[src/rtl/board_update_ctrl_if.sv]
// Board update controller bus: move requests and status in from game logic,
// single write port out to the 64x4 board array.
//   new_game, move_req, move_from, move_to, move_piece : game logic -> controller
//   wr_en, wr_addr, wr_piece                           : controller -> board array
//   busy, move_ack, move_reject, turn, move_count      : controller -> game logic
interface board_update_ctrl_if #(
    parameter int unsigned COUNT_WIDTH = 8
);
    logic                   new_game;
    logic                   move_req;
    logic [5:0]             move_from;
    logic [5:0]             move_to;
    logic [3:0]             move_piece;
    logic                   wr_en;
    logic [5:0]             wr_addr;
    logic [3:0]             wr_piece;
    logic                   busy;
    logic                   move_ack;
    logic                   move_reject;
    logic                   turn;
    logic [COUNT_WIDTH-1:0] move_count;

    // Game-logic side
    modport master (
        output new_game, move_req, move_from, move_to, move_piece,
        input  wr_en, wr_addr, wr_piece, busy, move_ack, move_reject, turn, move_count
    );

    // Controller side
    modport slave (
        input  new_game, move_req, move_from, move_to, move_piece,
        output wr_en, wr_addr, wr_piece, busy, move_ack, move_reject, turn, move_count
    );
endinterface

[src/rtl/board_update_ctrl.sv]
// Sequencer owning the single write port of the 64x4 board register.
// Loads the opening position (one square per cycle) after reset or NEW_GAME,
// then executes validated moves as a destination write followed by a source
// clear, with turn tracking, pawn promotion and a saturating move counter.
// Ports:
//   i_clk    game-logic clock, rising edge
//   i_rst_n  asynchronous active-low reset (RESET)
//   io_bus   request/status/board-write bundle (slave side)
module board_update_ctrl #(
    parameter int unsigned COUNT_WIDTH = 8,
    parameter int unsigned PROMOTE_EN  = 1
) (
    input  logic                i_clk,
    input  logic                i_rst_n,
    board_update_ctrl_if.slave  io_bus
);

    localparam int unsigned ADDR_W  = 6;
    localparam int unsigned PIECE_W = 4;
    localparam int unsigned TYPE_W  = 3;

    localparam logic [TYPE_W-1:0] P_NONE   = 3'b000;
    localparam logic [TYPE_W-1:0] P_PAWN   = 3'b001;
    localparam logic [TYPE_W-1:0] P_KNIGHT = 3'b010;
    localparam logic [TYPE_W-1:0] P_BISHOP = 3'b011;
    localparam logic [TYPE_W-1:0] P_ROOK   = 3'b100;
    localparam logic [TYPE_W-1:0] P_QUEEN  = 3'b101;
    localparam logic [TYPE_W-1:0] P_KING   = 3'b110;

    localparam logic [ADDR_W-1:0] LAST_SQ = 6'd63;

    typedef enum logic [1:0] {
        ST_INIT   = 2'd0,
        ST_IDLE   = 2'd1,
        ST_WR_DST = 2'd2,
        ST_WR_SRC = 2'd3
    } state_t;

    state_t                 r_state,     w_state_nxt;
    logic [ADDR_W-1:0]      r_load_cnt,  w_load_cnt_nxt;
    logic [ADDR_W-1:0]      r_from,      w_from_nxt;
    logic [ADDR_W-1:0]      r_to,        w_to_nxt;
    logic [PIECE_W-1:0]     r_piece,     w_piece_nxt;
    logic                   r_wr_en,     w_wr_en_nxt;
    logic [ADDR_W-1:0]      r_wr_addr,   w_wr_addr_nxt;
    logic [PIECE_W-1:0]     r_wr_piece,  w_wr_piece_nxt;
    logic                   r_busy,      w_busy_nxt;
    logic                   r_ack,       w_ack_nxt;
    logic                   r_reject,    w_reject_nxt;
    logic                   r_turn,      w_turn_nxt;
    logic [COUNT_WIDTH-1:0] r_count,     w_count_nxt;
    logic                   r_done_pend, w_done_pend_nxt;
    logic                   w_turn_eff;
    logic                   w_req_ok;

    // Opening position: black back rank on row 0, white back rank on row 7
    function automatic logic [PIECE_W-1:0] f_opening(input logic [ADDR_W-1:0] addr);
        logic [TYPE_W-1:0]  back;
        logic [PIECE_W-1:0] pc;
        case (addr[2:0])
            3'd0, 3'd7: back = P_ROOK;
            3'd1, 3'd6: back = P_KNIGHT;
            3'd2, 3'd5: back = P_BISHOP;
            3'd3:       back = P_QUEEN;
            default:    back = P_KING;
        endcase
        case (addr[5:3])
            3'd0:    pc = {1'b1, back};
            3'd1:    pc = {1'b1, P_PAWN};
            3'd6:    pc = {1'b0, P_PAWN};
            3'd7:    pc = {1'b0, back};
            default: pc = '0;
        endcase
        return pc;
    endfunction

    // Piece written to the destination, queening pawns on the far rank
    function automatic logic [PIECE_W-1:0] f_dst_piece(input logic [ADDR_W-1:0]  to,
                                                        input logic [PIECE_W-1:0] pc);
        logic far_rank;
        far_rank = pc[3] ? (to[5:3] == 3'd7) : (to[5:3] == 3'd0);
        if ((PROMOTE_EN != 0) && (pc[2:0] == P_PAWN) && far_rank) begin
            return {pc[3], P_QUEEN};
        end
        return pc;
    endfunction

    // Next-state and next-output logic
    always_comb begin
        w_state_nxt     = r_state;
        w_load_cnt_nxt  = r_load_cnt;
        w_from_nxt      = r_from;
        w_to_nxt        = r_to;
        w_piece_nxt     = r_piece;
        w_wr_en_nxt     = 1'b0;
        w_wr_addr_nxt   = r_wr_addr;
        w_wr_piece_nxt  = r_wr_piece;
        w_busy_nxt      = r_busy;
        w_ack_nxt       = 1'b0;
        w_reject_nxt    = 1'b0;
        w_turn_nxt      = r_turn;
        w_count_nxt     = r_count;
        w_done_pend_nxt = 1'b0;

        // A move finishing on this edge already hands the turn over, so a
        // request arriving on the same edge is checked against the new side.
        w_turn_eff = r_done_pend ? ~r_turn : r_turn;
        w_req_ok   = (io_bus.move_from != io_bus.move_to)
                  && (io_bus.move_piece[2:0] != P_NONE)
                  && (io_bus.move_piece[3] == w_turn_eff);

        if (io_bus.new_game) begin
            // Restart load; any in-flight move and pending ack are dropped
            w_state_nxt    = ST_INIT;
            w_load_cnt_nxt = '0;
            w_busy_nxt     = 1'b1;
            w_turn_nxt     = 1'b0;
            w_count_nxt    = '0;
        end else begin
            case (r_state)
                ST_INIT: begin
                    w_wr_en_nxt    = 1'b1;
                    w_wr_addr_nxt  = r_load_cnt;
                    w_wr_piece_nxt = f_opening(r_load_cnt);
                    w_busy_nxt     = 1'b1;
                    w_load_cnt_nxt = r_load_cnt + ADDR_W'(1);
                    w_reject_nxt   = io_bus.move_req;
                    if (r_load_cnt == LAST_SQ) begin
                        w_state_nxt = ST_IDLE;
                    end
                end
                ST_IDLE: begin
                    w_busy_nxt = 1'b0;
                    if (r_done_pend) begin
                        w_ack_nxt  = 1'b1;
                        w_turn_nxt = ~r_turn;
                        if (r_count != {COUNT_WIDTH{1'b1}}) begin
                            w_count_nxt = r_count + COUNT_WIDTH'(1);
                        end
                    end
                    if (io_bus.move_req) begin
                        if (w_req_ok) begin
                            w_from_nxt  = io_bus.move_from;
                            w_to_nxt    = io_bus.move_to;
                            w_piece_nxt = io_bus.move_piece;
                            w_busy_nxt  = 1'b1;
                            w_state_nxt = ST_WR_DST;
                        end else begin
                            w_reject_nxt = 1'b1;
                        end
                    end
                end
                ST_WR_DST: begin
                    w_wr_en_nxt    = 1'b1;
                    w_wr_addr_nxt  = r_to;
                    w_wr_piece_nxt = f_dst_piece(r_to, r_piece);
                    w_busy_nxt     = 1'b1;
                    w_reject_nxt   = io_bus.move_req;
                    w_state_nxt    = ST_WR_SRC;
                end
                ST_WR_SRC: begin
                    w_wr_en_nxt     = 1'b1;
                    w_wr_addr_nxt   = r_from;
                    w_wr_piece_nxt  = '0;
                    w_busy_nxt      = 1'b1;
                    w_reject_nxt    = io_bus.move_req;
                    w_done_pend_nxt = 1'b1;
                    w_state_nxt     = ST_IDLE;
                end
                default: begin
                    w_state_nxt = ST_INIT;
                end
            endcase
        end
    end

    // State and registered outputs
    always_ff @(posedge i_clk or negedge i_rst_n) begin
        if (!i_rst_n) begin
            r_state     <= ST_INIT;
            r_load_cnt  <= '0;
            r_from      <= '0;
            r_to        <= '0;
            r_piece     <= '0;
            r_wr_en     <= 1'b0;
            r_wr_addr   <= '0;
            r_wr_piece  <= '0;
            r_busy      <= 1'b1;
            r_ack       <= 1'b0;
            r_reject    <= 1'b0;
            r_turn      <= 1'b0;
            r_count     <= '0;
            r_done_pend <= 1'b0;
        end else begin
            r_state     <= w_state_nxt;
            r_load_cnt  <= w_load_cnt_nxt;
            r_from      <= w_from_nxt;
            r_to        <= w_to_nxt;
            r_piece     <= w_piece_nxt;
            r_wr_en     <= w_wr_en_nxt;
            r_wr_addr   <= w_wr_addr_nxt;
            r_wr_piece  <= w_wr_piece_nxt;
            r_busy      <= w_busy_nxt;
            r_ack       <= w_ack_nxt;
            r_reject    <= w_reject_nxt;
            r_turn      <= w_turn_nxt;
            r_count     <= w_count_nxt;
            r_done_pend <= w_done_pend_nxt;
        end
    end

    assign io_bus.wr_en       = r_wr_en;
    assign io_bus.wr_addr     = r_wr_addr;
    assign io_bus.wr_piece    = r_wr_piece;
    assign io_bus.busy        = r_busy;
    assign io_bus.move_ack    = r_ack;
    assign io_bus.move_reject = r_reject;
    assign io_bus.turn        = r_turn;
    assign io_bus.move_count  = r_count;

endmodule

[src/flat_wrapper.sv]
// flat-port wrapper written by rule: the top's interface ports become plain ports
module board_update_ctrl_flat 
#(
    parameter int unsigned COUNT_WIDTH = 8,
    parameter int unsigned PROMOTE_EN  = 1
)
  (i_clk, i_rst_n, io_bus_new_game, io_bus_move_req, io_bus_move_from, io_bus_move_to, io_bus_move_piece, io_bus_wr_en, io_bus_wr_addr, io_bus_wr_piece, io_bus_busy, io_bus_move_ack, io_bus_move_reject, io_bus_turn, io_bus_move_count);
  board_update_ctrl_if #(.COUNT_WIDTH(COUNT_WIDTH)) io_bus_i ();
  input  logic i_clk;
  input  logic i_rst_n;
  input wire logic [$bits(io_bus_i.new_game)-1:0] io_bus_new_game;
  input wire logic [$bits(io_bus_i.move_req)-1:0] io_bus_move_req;
  input wire logic [$bits(io_bus_i.move_from)-1:0] io_bus_move_from;
  input wire logic [$bits(io_bus_i.move_to)-1:0] io_bus_move_to;
  input wire logic [$bits(io_bus_i.move_piece)-1:0] io_bus_move_piece;
  output wire logic [$bits(io_bus_i.wr_en)-1:0] io_bus_wr_en;
  output wire logic [$bits(io_bus_i.wr_addr)-1:0] io_bus_wr_addr;
  output wire logic [$bits(io_bus_i.wr_piece)-1:0] io_bus_wr_piece;
  output wire logic [$bits(io_bus_i.busy)-1:0] io_bus_busy;
  output wire logic [$bits(io_bus_i.move_ack)-1:0] io_bus_move_ack;
  output wire logic [$bits(io_bus_i.move_reject)-1:0] io_bus_move_reject;
  output wire logic [$bits(io_bus_i.turn)-1:0] io_bus_turn;
  output wire logic [$bits(io_bus_i.move_count)-1:0] io_bus_move_count;
  assign io_bus_i.new_game = io_bus_new_game;
  assign io_bus_i.move_req = io_bus_move_req;
  assign io_bus_i.move_from = io_bus_move_from;
  assign io_bus_i.move_to = io_bus_move_to;
  assign io_bus_i.move_piece = io_bus_move_piece;
  assign io_bus_wr_en = io_bus_i.wr_en;
  assign io_bus_wr_addr = io_bus_i.wr_addr;
  assign io_bus_wr_piece = io_bus_i.wr_piece;
  assign io_bus_busy = io_bus_i.busy;
  assign io_bus_move_ack = io_bus_i.move_ack;
  assign io_bus_move_reject = io_bus_i.move_reject;
  assign io_bus_turn = io_bus_i.turn;
  assign io_bus_move_count = io_bus_i.move_count;
  board_update_ctrl #(.COUNT_WIDTH(COUNT_WIDTH), .PROMOTE_EN(PROMOTE_EN)) u_core (.i_clk(i_clk), .i_rst_n(i_rst_n), .io_bus(io_bus_i));
endmodule
[config.mk]
export PLATFORM = sky130hd
export DESIGN_NAME = board_update_ctrl_flat
export DESIGN_NICKNAME = d
export VERILOG_FILES = /design/src/rtl/board_update_ctrl_if.sv /design/src/rtl/board_update_ctrl.sv /design/src/flat_wrapper.sv
export SDC_FILE = /design/constraint.sdc
export NUM_CORES = 1
export LEC_CHECK = 0
export CORE_MARGIN = 2
export CORE_UTILIZATION = 50
export CTS_CLUSTER_DIAMETER = 200
export DETAILED_ROUTE_END_ITERATION = 10
export MAX_ROUTING_LAYER = met4
export PLACE_DENSITY = 0.76
export SETUP_SLACK_MARGIN = 0.2
export SYNTH_ARGS = -nofsm -noshare
export SYNTH_HDL_FRONTEND = slang
export SYNTH_SLANG_ARGS = --single-unit
export TNS_END_PERCENT = 20
[constraint.sdc]
create_clock -name i_clk -period 3.7 [get_ports i_clk]
set_input_delay 0.555 -clock i_clk [delete_from_list [all_inputs] [get_ports i_clk]]
set_output_delay 0.555 -clock i_clk [all_outputs]
set_load 0.02 [all_outputs]
==> metrics.md, run 1 <==
| Metric | Value |
|---|---|
| Largest family of logic cells by synthesized area | `simple AND/OR/NAND/NOR gates` |
| Average vias per placed instance | `about 5.4` |
| Critical path launch point type | `input pin` |
| Synthesized-area fraction occupied by adder cells | `5.48%` |
| Worst-case reg-to-reg path depth | `7` |
| Power density relative to cell area | `between 500 and 600 nW/um^2` |
| Number of global-route vias before repair | `~1800` |
| Reg2Reg Capture Point | `u_core.io_bus.move_count[5]` |
| Final instance area | `roughly 3000 um^2` |
| Sequential cell area fraction in the yosys report | `between 40% and 50%` |
| Count of final max-slew check failures | `0` |
| Worst R2R Setup Slack | `1.59 ns` |
| Max-Slew Margin vs Limit | `29.2%` |
| Die Outline Area | `approximately 5600 um^2` |
| Remaining routing DRC violations | `0` |
| Core box area | `4790 um^2` |
| Detailed Route WL | `between 4000 and 5000 um` |
| Placed cell count | `332` |
| Starting Density | `between 50% and 60%` |
| Final critical delay including setup and external delays | `between 2 and 2.5 ns` |
| Cts repair resizes | `0` |
| Pin count of the biggest net entering global routing | `49` |
| Clock-pin slew of the registers on the worst-case setup and hold paths | `~0.080 ns` |
| Synth cell types | `44` |
| Achievable Freq | `between 0.4 and 0.5 GHz` |
| Req. time, crit path | `between 3 and 4 ns` |
| Share of synthesized area spent on multiplexers | `9.91%` |
| Worst skew pair latency | `0.30 ns` |
| Largest fanout on the critical path | `16` |
| Fillcell total | `just over 400` |
| HPWL after detailed placement | `3580 um` |
| Final instance count without filler cells | `340` |
| Post-synth EDFFs | `0` |
| Maximum clock path buffer count | `2` |
| Mapped Cells | `233` |
| Reg-to-reg startpoint | `u_core.r_state[1]` |
| CTS tree | `built` |
| Weighted congestion reported at the end of routability-driven placement | `0.820` |
| Fin Setup TNS | `0 ns` |
| Total nets after synthesis | `264` |
| RSZ-0062 raised after global routing | `false` |
| Complex-gate fraction of the synthesized area | `a little under an eighth` |
| Post-synthesis xor/xnor area fraction | `6.12%` |
| Outcome | `finished clean` |
| Max IR drop VDD | `~0.25 mV` |
| Post-CTS Hold Fix Bufs | `0` |
| Port Buf Inserts | `42` |
| Leading cell type in the layout, fill and taps excluded | `dfrtp_1` |
| Die extent in y | `between 70 and 80 um` |
| Post-CTS setup-driven buffer insertion count | `0` |
| Ports | `43` |
| Count of nets left with antenna violations after detail routing | `0` |
| Total Nets Final | `between 300 and 400` |
| Count of final hold-check violations | `0` |
| Number of buffers added by the clock tree synthesis step | `5` |
| Ant diodes | `0` |
| Synth Area in Simple Gates | `about 15%` |
| Yosys reg bits | `48` |
| Die boundary width | `about 75 um` |
| Number of warnings printed during yosys synthesis | `0` |
| Detailed-router iteration count before antenna repair | `4` |
| All-layer global routing usage | `between 20 and 25%` |
| Setup clock skew after layout | `about 0.006 ns` |
| Antenna violations before repair | `0` |
| Portion of the clock cycle consumed by the worst path in the final layout | `between 60% and 70%` |
| Clock root cell | `clkbuf_8` |
| DR vias | `~1800` |
| Area grow syn2layout | `21.2%` |
| Synth async-reset ratio | `100%` |
| Number of rows created at floorplan | `25` |
| Path class of the lowest-slack min-delay path | `in -> async` |
| Number of H-tree branching levels | `2` |
| Critical Path AT | `2.42 ns` |
| Most used flip-flop cell after synthesis | `dfrtp_1` |
| Overflow left after global routing | `0` |
| Setup crit start | `io_bus_move_to[5]` |
| First-pass GRT wire length | `between 8000 and 9000 um` |
| Ratio of cells with drive above 1 in the final layout | `12.8%` |
| Placement Cell Area | `roughly 3000 um^2` |
| Post-Synthesis Cell Area | `2510 um^2` |
| MaxCap Viol Count | `0` |
| Clk sink count | `between 40 and 50` |
| P_leak | `about 1.3 nW` |
| Crit path capture type | `flop` |
| Routed WL per cell | `about 14 um` |
| Worst Hold Margin | `roughly 0.44 ns` |
| Worst slew pin tran | `roughly 1.1 ns` |
| Finish-stage setup viols | `0` |
| Commonest cells after routing, fill and taps aside | `dfrtp_1, clkdlybuf4s50_1, nor2_1` |
| Iteration-0 DRC Markers | `~120` |
| Post-synthesis area per instance | `roughly 11 um^2` |
| Worst Setup Path Type | `in -> reg` |
worst max path at each step:
| stage | to | slack (ns) | cells after the start |
|---|---|---|---|
| 4_1_cts | u_core.r_to[2] | 1.49 | 7 |
| 3_3_place_gp | u_core.r_to[1] | 1.21 | 7 |
| 6_report | u_core.r_piece[0] | 1.47 | 7 |
| 3_5_place_dp | u_core.r_to[2] | 1.18 | 7 |
| 5_1_grt | u_core.r_piece[1] | 1.38 | 7 |
| 2_1_floorplan | u_core.r_from[0] | 1.70 | 7 |
area by class of cell:
cell class	instances	area, um^2	share of cell area, %
clock buffers	6	82.6	2.71
clock inverters	2	10.0	0.329
inverters	7	26.3	0.863
multi-input cells	165	1200	39.5
flip-flops and latches	48	1200	39.5
well taps	67	83.8	2.75
repair buffers	45	438	14.4
power by group:
part / internal, mW / leakage [nW] / switching (mW)
sequential: 0.676 / 0.619 / 0.121
combinational: 0.308 / 0.595 / 0.266
clock: 0.149 / 0.0510 / 0.170
state kept, by name (all words and copies together), names as in the netlist, 2 cells and up:
| signal | cells |
|---|---|
| u_core.io_bus.wr_piece | 4 |
| u_core.io_bus.wr_addr | 6 |
| u_core.io_bus.move_count | 8 |
| u_core.r_to | 6 |
| u_core.r_load_cnt | 6 |
| u_core.r_state | 2 |
| u_core.r_from | 6 |
| u_core.r_piece | 4 |
routing by layer:
| layer | up-vias | GRT usage, % | part of all wire (%) |
|---|---|---|---|
| li1 | 902 | - | - |
| met1 | 898 | 29.6 | 49 |
| met2 | 35 | 29.7 | 46 |
| met3 | 8 | 4.42 | 3.9 |
| met4 | 0 | 6.35 | 1.2 |
| met5 | - | - | 0 |
cells in the mapped netlist (5+ instances only):
| master | instances | area share, % |
|---|---|---|
| inv_1 | 7 | 1.0 |
| clkbuf_1 | 10 | 1.5 |
| a21oi_1 | 9 | 1.8 |
| xor2_1 | 10 | 3.5 |
| mux2_2 | 7 | 3.1 |
| nand2_1 | 16 | 2.4 |
| a31oi_1 | 10 | 2.5 |
| nand4_1 | 5 | 1.2 |
| nor3_1 | 5 | 1.0 |
| a22oi_1 | 6 | 1.8 |
| xnor2_1 | 5 | 1.7 |
| dfrtp_1 | 47 | 47 |
| ha_1 | 11 | 5.5 |
| nor2_1 | 29 | 4.3 |
| o21ai_0 | 7 | 1.4 |
| mux2_4 | 10 | 6.0 |
critical path, cell delays in order:
cell,delay (ns)
clkdlybuf4s50_1,0.50
xor2_1,0.27
nor4_4,0.09
a21oi_2,0.16
and4b_1,0.20
buf_4,0.27
mux2_2,0.37
cell families after synthesis:
| kind of cell | Yosys count |
|---|---|
| adder cells (fa/ha/maj) | 11 |
| flip-flops | 48 |
| AO/OA/AOI/OAI | 45 |
| XOR/XNOR | 16 |
| buffers and inverters | 20 |
| AND/OR/NAND/NOR | 74 |
| multiplexers | 19 |
per-stage QoR:
stage               utilization, %  worst slack (ns)  power [mW]
floorplan                        -              1.70        1.17
global route                  63.6              1.38        1.80
CTS                           63.6              1.49        1.71
global placement              61.7              1.21        1.37
finish                        63.6              1.47        1.69
detailed placement            61.7              1.18        1.38
Note: power is estimated with default switching activity, not from simulation.
==> run 2, diff against run 1 <==
--- a/config.mk
+++ b/config.mk
@@ -6,7 +6,7 @@
 export NUM_CORES = 1
 export LEC_CHECK = 0
 export CORE_MARGIN = 2
-export CORE_UTILIZATION = 50
+export CORE_UTILIZATION = 48
 export CTS_CLUSTER_DIAMETER = 200
 export DETAILED_ROUTE_END_ITERATION = 10
 export MAX_ROUTING_LAYER = met4
==> constraint.sdc (replaced) <==
create_clock -name i_clk -period 2 [get_ports i_clk]
set_input_delay 0.3 -clock i_clk [delete_from_list [all_inputs] [get_ports i_clk]]
set_output_delay 0.3 -clock i_clk [all_outputs]
set_load 0.02 [all_outputs]
==> run 2 against run 1 <==
  * Register-to-register slack worse by 1.5 ns
  * Sequential share of layout area down 3.2 points
  * Sequential cell count unchanged
  * Cell area grew 9.0%
  * Combinational power rose by 110%
  * Worst hold slack got worse by 0.17 ns
  * Setup slack got worse by 1.4 ns
  * Critical path depth did not move
  * Die area grew 3.9%
  * Final cell count rose by 6.5%
==> metrics.md, run 2 (synthesis results as in run 1) <==
| Metric | Value |
|---|---|
| DR vias | `a little under 2000` |
| Average vias per placed instance | `between 5 and 6` |
| Crit path capture type | `flop` |
| Starting Density | `just under 50%` |
| Max-Slew Margin vs Limit | `64.4%` |
| Number of global-route vias before repair | `approximately 1900` |
| P_leak | `around 1.4 nW` |
| Power density relative to cell area | `between 900 and 1000 nW/um^2` |
| Clock-pin slew of the registers on the worst-case setup and hold paths | `around 0.090 ns` |
| Path class of the lowest-slack min-delay path | `in -> reg` |
| Die boundary width | `76.4 um` |
| RSZ-0062 raised after global routing | `true` |
| Remaining routing DRC violations | `0` |
| Count of final hold-check violations | `0` |
| Count of nets left with antenna violations after detail routing | `0` |
| Req. time, crit path | `roughly 2.2 ns` |
| Port Buf Inserts | `42` |
| Antenna violations before repair | `0` |
| Ratio of cells with drive above 1 in the final layout | `roughly a fifth` |
| Die extent in y | `about 76 um` |
| Number of H-tree branching levels | `2` |
| Setup clock skew after layout | `0.0109 ns` |
| Pin count of the biggest net entering global routing | `25` |
| Area grow syn2layout | `32.1%` |
| MaxCap Viol Count | `0` |
| Routed WL per cell | `15.5 um` |
| Total Nets Final | `about 320` |
| Weighted congestion reported at the end of routability-driven placement | `just under 0.8` |
| Outcome | `finished clean` |
| Largest fanout on the critical path | `8` |
| Clk sink count | `48` |
| Ant diodes | `0` |
| Overall power | `3.31 mW` |
| Core box area | `about 5100 um^2` |
| Commonest cells after routing, fill and taps aside | `dfrtp_1, clkdlybuf4s50_1, nor2_1` |
| Clock root cell | `clkbuf_8` |
| CTS tree | `built` |
| Placed cell count | `343` |
| Seq. cell area | `roughly 1200 um^2` |
| Leading cell type in the layout, fill and taps excluded | `dfrtp_1` |
| Flip-flop count of the largest register after layout | `8` |
| Detailed Route WL | `roughly 5600 um` |
| Die Outline Area | `a little under 6000 um^2` |
| Final instance count without filler cells | `around 360` |
| First-pass GRT wire length | `9440 um` |
| Achievable Freq | `0.521 GHz` |
| Area used by multi-input combinational logic | `between 1000 and 1500 um^2` |
| All-layer global routing usage | `21.2%` |
| Worst slew pin tran | `0.533 ns` |
| Critical path launch point type | `flop` |
| Count of final max-slew check failures | `0` |
| Overflow left after global routing | `0` |
| Iteration-0 DRC Markers | `approximately 120` |
| Portion of the clock cycle consumed by the worst path in the final layout | `96.0%` |
| Fillcell total | `399` |
| Number of buffers added by the clock tree synthesis step | `5` |
| Number of rows created at floorplan | `26` |
| Final critical delay including setup and external delays | `slightly below 2 ns` |
| Critical Path AT | `approximately 2.1 ns` |
| HPWL after detailed placement | `around 3800 um` |
| Worst Setup Path Type | `reg -> reg` |
| Ports | `43` |
| Worst skew pair latency | `between 0.3 and 0.4 ns` |
| Finish-stage setup viols | `0` |
| Detailed-router iteration count before antenna repair | `4` |
| Max IR drop VDD | `about 0.52 mV` |
| Maximum clock path buffer count | `2` |
==> run 2: routing by layer <==
layer  wire [um]  up-vias  GRT usage (%)
li1            -      934              -
met1        2540      930           28.8
met2        2730       52           32.7
met3         237       10           3.91
met4         109        0           6.91
met5           0        -              -
==> run 2: worst max-delay path, stage by stage, from the launching register on <==
cell and delay (ns):
dfrtp_2 0.44, xnor3_1 0.32, o31ai_4 0.09, a21oi_2 0.14, and4b_2 0.27, buf_6 0.12, buf_16 0.13, mux2_4 0.30
==> run 2: cell type report <==
type                            count  share of cell area (%)
Sequential cell                    48                    36.3
Inverter                            7                   0.792
Clock buffer                        6                    2.49
Multi-Input combinational cell    165                    38.3
Tap cell                           70                    2.64
Clock inverter                      2                   0.415
Timing Repair Buffer               64                    19.1
==> run 2: path summary, 6_finish.rpt <==
kind / slack, ns / cells after the start / from / to
max in group asynchronous: 0.93 / 3 / i_rst_n / u_core.r_to[4]
max reg2reg: 0.08 / 7 / u_core.io_bus.turn / u_core.r_from[3]
max: 0.08 / 7 / u_core.io_bus.turn / u_core.r_from[3]
min in group asynchronous: 0.49 / 2 / i_rst_n / u_core.io_bus.move_count[6]
min reg2reg: 0.50 / 1 / u_core.io_bus.wr_piece[2] / u_core.io_bus.wr_piece[2]
min: 0.27 / 2 / io_bus_move_piece[3] / u_core.r_piece[3]
==> run 2: through the flow <==
stage	setup WS [ns]	hold slack (ns)	cell area [um^2]	setup TNS, ns	utilization, %
2_1_floorplan	0.188	0.00441	2520	0	-
3_3_place_gp	-0.204	0.311	3050	-2.97	60.1
3_5_place_dp	-0.228	0.317	3050	-3.32	60.1
4_1_cts	0.133	0.420	3280	0	64.6
5_1_grt	0.0349	0.277	3320	0	65.4
6_report	0.0794	0.271	3320	0	65.4
==> run 2: what timing repair did <==
| item | in CTS | in global routing |
|---|---|---|
| buffers inserted | 6 | 3 |
| endpoints found under the hold margin | 21 | 0 |
| endpoints found under the setup margin | 16 | 26 |
| hold buffers | 1 | 0 |
| resized for setup | 20 | 4 |
| pin swaps | 3 | 2 |
| gates cloned | 1 | 0 |
==> run 2: where the power goes <==
group	switching [mW]	total, mW	leakage [nW]	internal, mW
clock network	0.335	0.618	0.0516	0.283
registers	0.247	1.50	0.617	1.25
logic	0.538	1.20	0.757	0.659
